[config.mk]
export PLATFORM = sky130hd
export DESIGN_NAME = instruction_sequencer
export DESIGN_NICKNAME = d
export VERILOG_FILES = /design/src/rtl/instruction_sequencer.sv
export SDC_FILE = /design/constraint.sdc
export NUM_CORES = 1
export LEC_CHECK = 0
export ABC_AREA = 1
export BUFFER_PORTS_ARGS = -buffer_cell sky130_fd_sc_hd__buf_2
export CAP_MARGIN = 25
export CORE_UTILIZATION = 56
export CTS_CLUSTER_DIAMETER = 150
export DETAILED_ROUTE_END_ITERATION = 8
export GPL_TIMING_DRIVEN = 0
export PLACE_DENSITY = 0.82
export SETUP_SLACK_MARGIN = 0.2
export SKIP_CTS_REPAIR_TIMING = 1
export SLEW_MARGIN = 20
export SYNTH_ARGS = -nofsm -noshare
export SYNTH_HDL_FRONTEND = slang
export SYNTH_SLANG_ARGS = --single-unit
[constraint.sdc]
create_clock -name clock -period 3.31 [get_ports clock]
set_input_delay 0 -clock clock [delete_from_list [all_inputs] [get_ports clock]]
set_output_delay 0 -clock clock [all_outputs]
set_load 0.02 [all_outputs]
[src/rtl/instruction_sequencer.sv]
`default_nettype none
// ============================================================================
// Module      : instruction_sequencer
// Description : Fetch/decode/execute controller for the 8-bit processor with
//               data-memory handshake, branch/jump resolution and HALT.
// Revision    : 1.0 - initial release
// ============================================================================
module instruction_sequencer (
    input  logic       clock,
    input  logic       reset,
    input  logic       run,
    input  logic [7:0] saidaInstrucao,
    input  logic       zero_flag,
    input  logic       mem_ready,
    output logic [7:0] pccounter,
    output logic [7:0] ir,
    output logic       alu_en,
    output logic [2:0] alu_op,
    output logic [1:0] reg_sel,
    output logic [4:0] imm,
    output logic       imm_load,
    output logic       reg_write,
    output logic       mem_req,
    output logic       mem_we,
    output logic       mem_load,
    output logic       halted
);

    localparam logic [2:0] S_IDLE   = 3'd0;
    localparam logic [2:0] S_FETCH  = 3'd1;
    localparam logic [2:0] S_DECODE = 3'd2;
    localparam logic [2:0] S_EXEC   = 3'd3;
    localparam logic [2:0] S_MEM    = 3'd4;
    localparam logic [2:0] S_HALT   = 3'd5;

    localparam logic [2:0] OP_ALU  = 3'b000;
    localparam logic [2:0] OP_MFI  = 3'b001;
    localparam logic [2:0] OP_MW   = 3'b010;
    localparam logic [2:0] OP_MR   = 3'b011;
    localparam logic [2:0] OP_BRZ  = 3'b100;
    localparam logic [2:0] OP_JMP  = 3'b101;
    localparam logic [2:0] OP_MB   = 3'b110;
    localparam logic [2:0] OP_HALT = 3'b111;

    logic [2:0] r_state;
    logic [2:0] w_next_state;
    logic [2:0] w_done_state;
    logic [2:0] w_opcode;
    logic [7:0] w_branch_target;
    logic       w_exec;
    logic       w_mem;

    assign w_opcode     = ir[7:5];
    assign w_exec       = (r_state == S_EXEC);
    assign w_mem        = (r_state == S_MEM);
    // run is only consulted when an instruction retires
    assign w_done_state = run ? S_FETCH : S_IDLE;
    // pccounter already points past the branch during EXEC
    assign w_branch_target = pccounter + {{3{ir[4]}}, ir[4:0]};

    always_comb begin
        w_next_state = r_state;
        case (r_state)
            S_IDLE:   if (run) w_next_state = S_FETCH;
            S_FETCH:  w_next_state = S_DECODE;
            S_DECODE: w_next_state = S_EXEC;
            S_EXEC: begin
                case (w_opcode)
                    OP_MW, OP_MR: w_next_state = S_MEM;
                    OP_HALT:      w_next_state = S_HALT;
                    default:      w_next_state = w_done_state;
                endcase
            end
            S_MEM:    if (mem_ready) w_next_state = w_done_state;
            S_HALT:   w_next_state = S_HALT;
            default:  w_next_state = S_IDLE;
        endcase
    end

    always_ff @(posedge clock or negedge reset) begin
        if (!reset) begin
            r_state   <= S_IDLE;
            pccounter <= 8'd0;
            ir        <= 8'd0;
        end else begin
            r_state <= w_next_state;
            if (r_state == S_DECODE) begin
                ir        <= saidaInstrucao;
                pccounter <= pccounter + 8'd1;
            end else if (w_exec) begin
                if (w_opcode == OP_BRZ && zero_flag)
                    pccounter <= w_branch_target;
                else if (w_opcode == OP_JMP)
                    pccounter <= {pccounter[7:5], ir[4:0]};
            end
        end
    end

    assign alu_op    = ir[2:0];
    assign reg_sel   = ir[4:3];
    assign imm       = ir[4:0];

    assign alu_en    = w_exec && (w_opcode == OP_ALU);
    assign imm_load  = w_exec && (w_opcode == OP_MFI);
    assign reg_write = w_exec && (w_opcode == OP_MB);
    assign mem_req   = w_mem;
    assign mem_we    = w_mem && (w_opcode == OP_MW);
    assign mem_load  = w_mem && mem_ready && (w_opcode == OP_MR);
    assign halted    = (r_state == S_HALT);

endmodule
`default_nettype wire

### Yosys cells after proc, flatten, opt, wreduce, memory -nomap -nowiden

Cells that the tools add are included.

| storage, ports and cells | value |
|---|---|
| input bits | 13 |
| output and inout bits | 33 |
| bits in registers | 19 |
| logic and storage cells | 45 |

| cells by class | value |
|---|---|
| multiplexer cells | 9 |
| add/sub/neg operators | 2 |
| reductions and logical operators | 16 |
| equality and inequality tests | 14 |

Operators by type and width:

| cell | number |
|---|---|
| $mux W8 | 3 |
| $eq A3 B3 Y1 const B | 6 |
| $pmux W3 S6 | 1 |
| $eq A3 B2 Y1 const B | 4 |
| $add A8 B1 Y8 const B | 1 |
| $add A8 B8 Y8 | 1 |
| $logic_and A1 B1 Y1 | 7 |
| $eq A3 B1 Y1 const B | 2 |
| $logic_not A3 Y1 | 2 |
| $mux W3 | 2 |
| $pmux W3 S2 | 1 |
| $reduce_and A2 Y1 | 3 |
| $mux W5 | 1 |
| $ne A2 B2 Y1 const B | 2 |
| $reduce_bool A2 Y1 | 2 |
| $reduce_bool A3 Y1 | 1 |
| $reduce_or A2 Y1 | 1 |
| $mux W1 | 1 |

### Logic depth before layout (Yosys ltp)

| logic depth | value |
|---|---|
| depth after elaboration | 5 |
| mapped depth | 11 |

### Worst setup path after synthesis

Ideal clock, no wire load.

| path | value |
|---|---|
| path type | flip-flop to output port |
| start | register r_state[0] |
| end | output port mem_we |
| arrival | 1.882 ns |
| stages on the path, launching flop included | 4 |
| setup slack | 1.428 ns |
| data required time | 3.310 ns |
| cell sequence | dfrtp_1 nor3_1 inv_1 nor4_1 |

| between the ends | value |
|---|---|
| cells in the longest elaborated chain, start to end | 2 |

RTL lines:

| what | RTL line | source |
|---|---|---|
| start, declared | 45 | `logic [2:0] r_state;` |
| start signal, assigned | 86 | `r_state <= w_next_state;` |
| $eq A3 B3 Y1 | 55 | `assign w_mem = (r_state == S_MEM);` |
| net mem_req | 23 | `output logic mem_req,` |
| $logic_and A1 B1 Y1 | 107 | `assign mem_we = w_mem && (w_opcode == OP_MW);` |
| end, declared | 24 | `output logic mem_we,` |

The timed path passes the listed nets, and every way through them passes these cells.

### Worst setup path after layout

| path | value |
|---|---|
| start | register pccounter[0] |
| end | register pccounter[6] |

| between the ends | value |
|---|---|
| cells in the longest elaborated chain, start to end | 4 |

RTL lines:

| what | RTL line | source |
|---|---|---|
| start, declared | 15 | `output logic [7:0] pccounter,` |
| start signal, assigned | 89 | `pccounter <= pccounter + 8'd1;` |
| start signal, assigned | 92 | `pccounter <= w_branch_target;` |
| start signal, assigned | 94 | `pccounter <= {pccounter[7:5], ir[4:0]};` |
| $add A8 B8 Y8 | 59 | `assign w_branch_target = pccounter + {{3{ir[4]}}, ir[4:0]};` |
| $mux W8 | 91 | `if (w_opcode == OP_BRZ && zero_flag)` |
| $mux W8 | 90 | `end else if (w_exec) begin` |
| $mux W8 (*) | 87 | `if (r_state == S_DECODE) begin` |

Mark *: on every way between the ends. The rest lies on a longest branch, timed or not. The select of a mux whose other input is x is not followed.
A chain may end at the register's enable or synchronous reset.

==> reports/qor.csv <==
stage;metric;value;unit
power_and_ir_drop;p_int;0.001014;W
detailed_routing;viasPerCell;5.194;
placement;io_buffer_count;45;
synthesis;syn_nets;252;
critical_path;endpoint_kind;register;
timing;setup_ws;1.441;ns
synthesis;seq_area_frac_synth;30.50;%
global_route;grt_pass1_vias;1336;
cts;clk_pin_slew;0.13;ns
cts;cts.sinks;19;
timing;fin_skew;0.02251;ns
critical_path;cp-start-kind;register;
finish;layout-drive-gt1-share;24.91;%
cts;clock_latency;0.32;ns
timing;setup_viol;0;
global_route;antenna_found_initial;0;
power_and_ir_drop;vdd_drop_max;818.0;uV
detailed_routing;wl_per_cell;11.96;um
cts;cts.path.max_buffers;2;
synthesis;synthCells;230;
floorplanning;core;0.002545;mm^2
synthesis;synth.distinct_cells;29;
placement;place_congestion;0.7851;
floorplanning;die_w;54.76;um
detailed_routing;vias;1657;
cts;cts_root_buf;clkbuf_4;
global_route;overflow;0;
min_path;hp-class;input port to register;
detailed_routing;ant_nets;0;
synthesis;ys_ff_latch;19;
timing;hold_violations;1;
critical_path;critPathMaxStageDelay;0.46;ns
synthesis;avgSynthCellArea;6.778;um^2
critical_path;crit_path_cell_trace;ha_1, inv_1, fa_1, inv_1, nand2_1, nand2_1, nand3_1, nand3_1, nand3_1, a21oi_1;
critical_path;cp_top_family;adder cells;
detailed_routing;drt-initial-drc-count;37;
critical_path;r2r-start;pccounter[0];
synthesis;netlist_area;0.001559;mm^2
power_and_ir_drop;swShare;55.27;%
finish;num_antenna_cells;0;
cts;htreeDepth;1;
placement;hpwl;2710;um
placement;place_ws;1.501;ns
critical_path;critPathSlowestCell;dfrtp_1;
timing;whs;-0.003754;ns
status;violations;hold timing;
min_path;hp-start;run;
floorplanning;start_util;61.26;%
cts;cts_tree;done;
power_and_ir_drop;clkPwrFrac;5.7;%
min_path;hold_path_depth;3;
critical_path;crit_buf_inv;2;
critical_path;crit_arrival;2.11;ns
power_and_ir_drop;combPwrFrac;70.7;%
detailed_routing;drc;0;
critical_path;path_class;register to register;
job;drv_cap;0;
timing;rsz0062_at_grt;no;
status;status;complete, but fails checks;
global_route;grt_pass1_wl;5554;um
timing;max_freq;534.9;MHz
global_route;grt_max_degree;20;
power_and_ir_drop;seqPwrFrac;23.6;%
detailed_routing;postRouteWirelength;3814;um
floorplanning;ios;46;
timing;min_period;1.869;ns
critical_path;r2r_end;pccounter[6];
finish;nets;312;
critical_path;path_common_cell;nand3_1;
finish;syn_to_final_growth;25.20;%
timing;worst_slew_pin_slew;0.4504;ns
timing;finalCritPeriodShare;56.48;%
floorplanning;die_y;54.76;um
min_path;min_to;r_state[0];
synthesis;ys_warn_count;0;
power_and_ir_drop;leakagePower;1.096;nW
power_and_ir_drop;p_switching;0.001253;W
timing;slew_headroom;69.98;%
global_route;grt_util_all_layers;26.11;%
timing;drv_slew;0;
critical_path;crit_path_max_fanout;6;
cts;cts_made_buffers;3;
detailed_routing;dr.pass1.iters;4;
floorplanning;dieArea;0.002999;mm^2
timing;fin_tns_setup;0;ns
critical_path;critical_path_required;3.55;ns
critical_path;r2r_setup_slack;1.44;ns
critical_path;ff2ff_path_depth;10;
power_and_ir_drop;power_density;1162;mW/mm^2
floorplanning;num_rows;18;
metal layers:
| metal | up-vias | GRT usage [%] | part of all wire (%) |
|---|---|---|---|
| met2 | 44 | 42.97 | 47 |
| met4 | 0 | 11.97 | 2.0 |
| li1 | 852 | - | - |
| met1 | 752 | 33.39 | 47 |
| met5 | - | 0 | 0 |
| met3 | 9 | 3.611 | 3.3 |
worst max path at each step:
| stage | from | endpoint | cells past startpoint |
|---|---|---|---|
| 3_3_place_gp | pccounter[0] | pccounter[6] | 10 |
| 6_report | pccounter[0] | pccounter[6] | 10 |
| 4_1_cts | pccounter[0] | pccounter[6] | 10 |
| 5_1_grt | pccounter[0] | pccounter[6] | 10 |
| 2_1_floorplan | r_state[0] | mem_we | 3 |
| 3_5_place_dp | pccounter[0] | pccounter[6] | 10 |
final cells by class:
| class | count | area [um^2] |
|---|---|---|
| Multi-Input combinational cell | 167 | 870.8 |
| Fill cell | 206 | 593.1 |
| Sequential cell | 19 | 475.5 |
| Timing Repair Buffer | 55 | 325.3 |
| Inverter | 31 | 116.4 |
| Buffer | 13 | 96.34 |
| Tap cell | 30 | 37.54 |
| Clock buffer | 3 | 22.52 |
| Clock inverter | 1 | 7.507 |
cells in the mapped netlist:
master / n / area [um^2]
o21ai_0: 11 / 55.05
buf_6: 1 / 11.26
fa_1: 1 / 20.02
nand2_2: 1 / 6.260
nor4_1: 3 / 18.77
nor2_1: 22 / 82.58
nand4_1: 2 / 12.51
nand3_1: 20 / 100.1
o211ai_1: 1 / 7.510
buf_4: 10 / 75.07
o21ai_2: 1 / 8.760
nor2_2: 1 / 6.260
or2_2: 2 / 12.51
nor3_1: 2 / 10.01
dfrtp_1: 19 / 475.5
xor2_1: 3 / 26.28
a211oi_1: 1 / 7.510
a21oi_1: 17 / 85.08
nand2_1: 62 / 232.7
nand2_4: 1 / 11.26
buf_2: 2 / 10.01
o22ai_1: 1 / 6.260
inv_2: 2 / 7.510
nand3b_1: 3 / 22.52
inv_1: 29 / 108.9
ha_1: 8 / 100.1
o21bai_1: 1 / 7.510
nor2_4: 2 / 22.52
o221ai_1: 1 / 8.760
tightest hold or removal path: cells and delay by family:
family                 cells  cell delay (ns)
and+or+nand+nor            1             0.09
buffers and inverters      1             0.10
AOI/OAI and AO/OA          1             0.08
cells in the final DEF, fill, tap and decap left out, types with 2 or more instances in the layout:
cell	n
nor3_1	2
nand4_1	2
nor2_4	2
inv_2	2
o21ai_0	11
dlygate4sd3_1	10
xor2_1	3
nor4_1	3
nor2_1	22
nand2_1	62
a21oi_1	17
dfrtp_1	19
inv_1	29
buf_4	10
ha_1	8
nand3_1	20
buf_2	47
nand3b_1	3
clkbuf_4	3
or2_2	2
cell families (layout without fill, tap and decap cells):
group                      after synthesis  after routing  synth area share (%)
adders and majority gates                9              9                 7.705
DFF                                     19             19                 30.50
AOI/OAI and AO/OA                       34             34                 11.96
buffers and inverters                   44            103                 13.64
and+or+nand+nor                        121            121                 34.51
xor gates and xnor gates                 3              3                 1.686
metrics by stage:
stage          area, um^2  utilization (%)  std cells  power [W]
5_1_grt              1952            76.70        319   0.002500
2_1_floorplan        1559                -        230   0.001719
3_5_place_dp         1822            71.58        305   0.002112
4_1_cts              1852            72.76        309   0.002249
3_3_place_gp         1822            71.58        305   0.002080
6_report             1952            76.70        319   0.002267
flip-flops by register name, indices dropped and copies added, names as in the netlist:
| name | cells |
|---|---|
| ir | 8 |
| r_state | 3 |
| pccounter | 8 |
power groups by stage:
stage / registers (W) / logic (W) / clock network (W)
after CTS: 0.000529 / 0.00159 / 0.000129
after detailed placement: 0.000533 / 0.00158 / 0
after global routing: 0.000556 / 0.00181 / 0.000138
final: 0.000534 / 0.00160 / 0.000130
after global placement: 0.000532 / 0.00155 / 0
after floorplan: 0.000616 / 0.00110 / 0
Note: power is estimated with default switching activity, not from simulation.
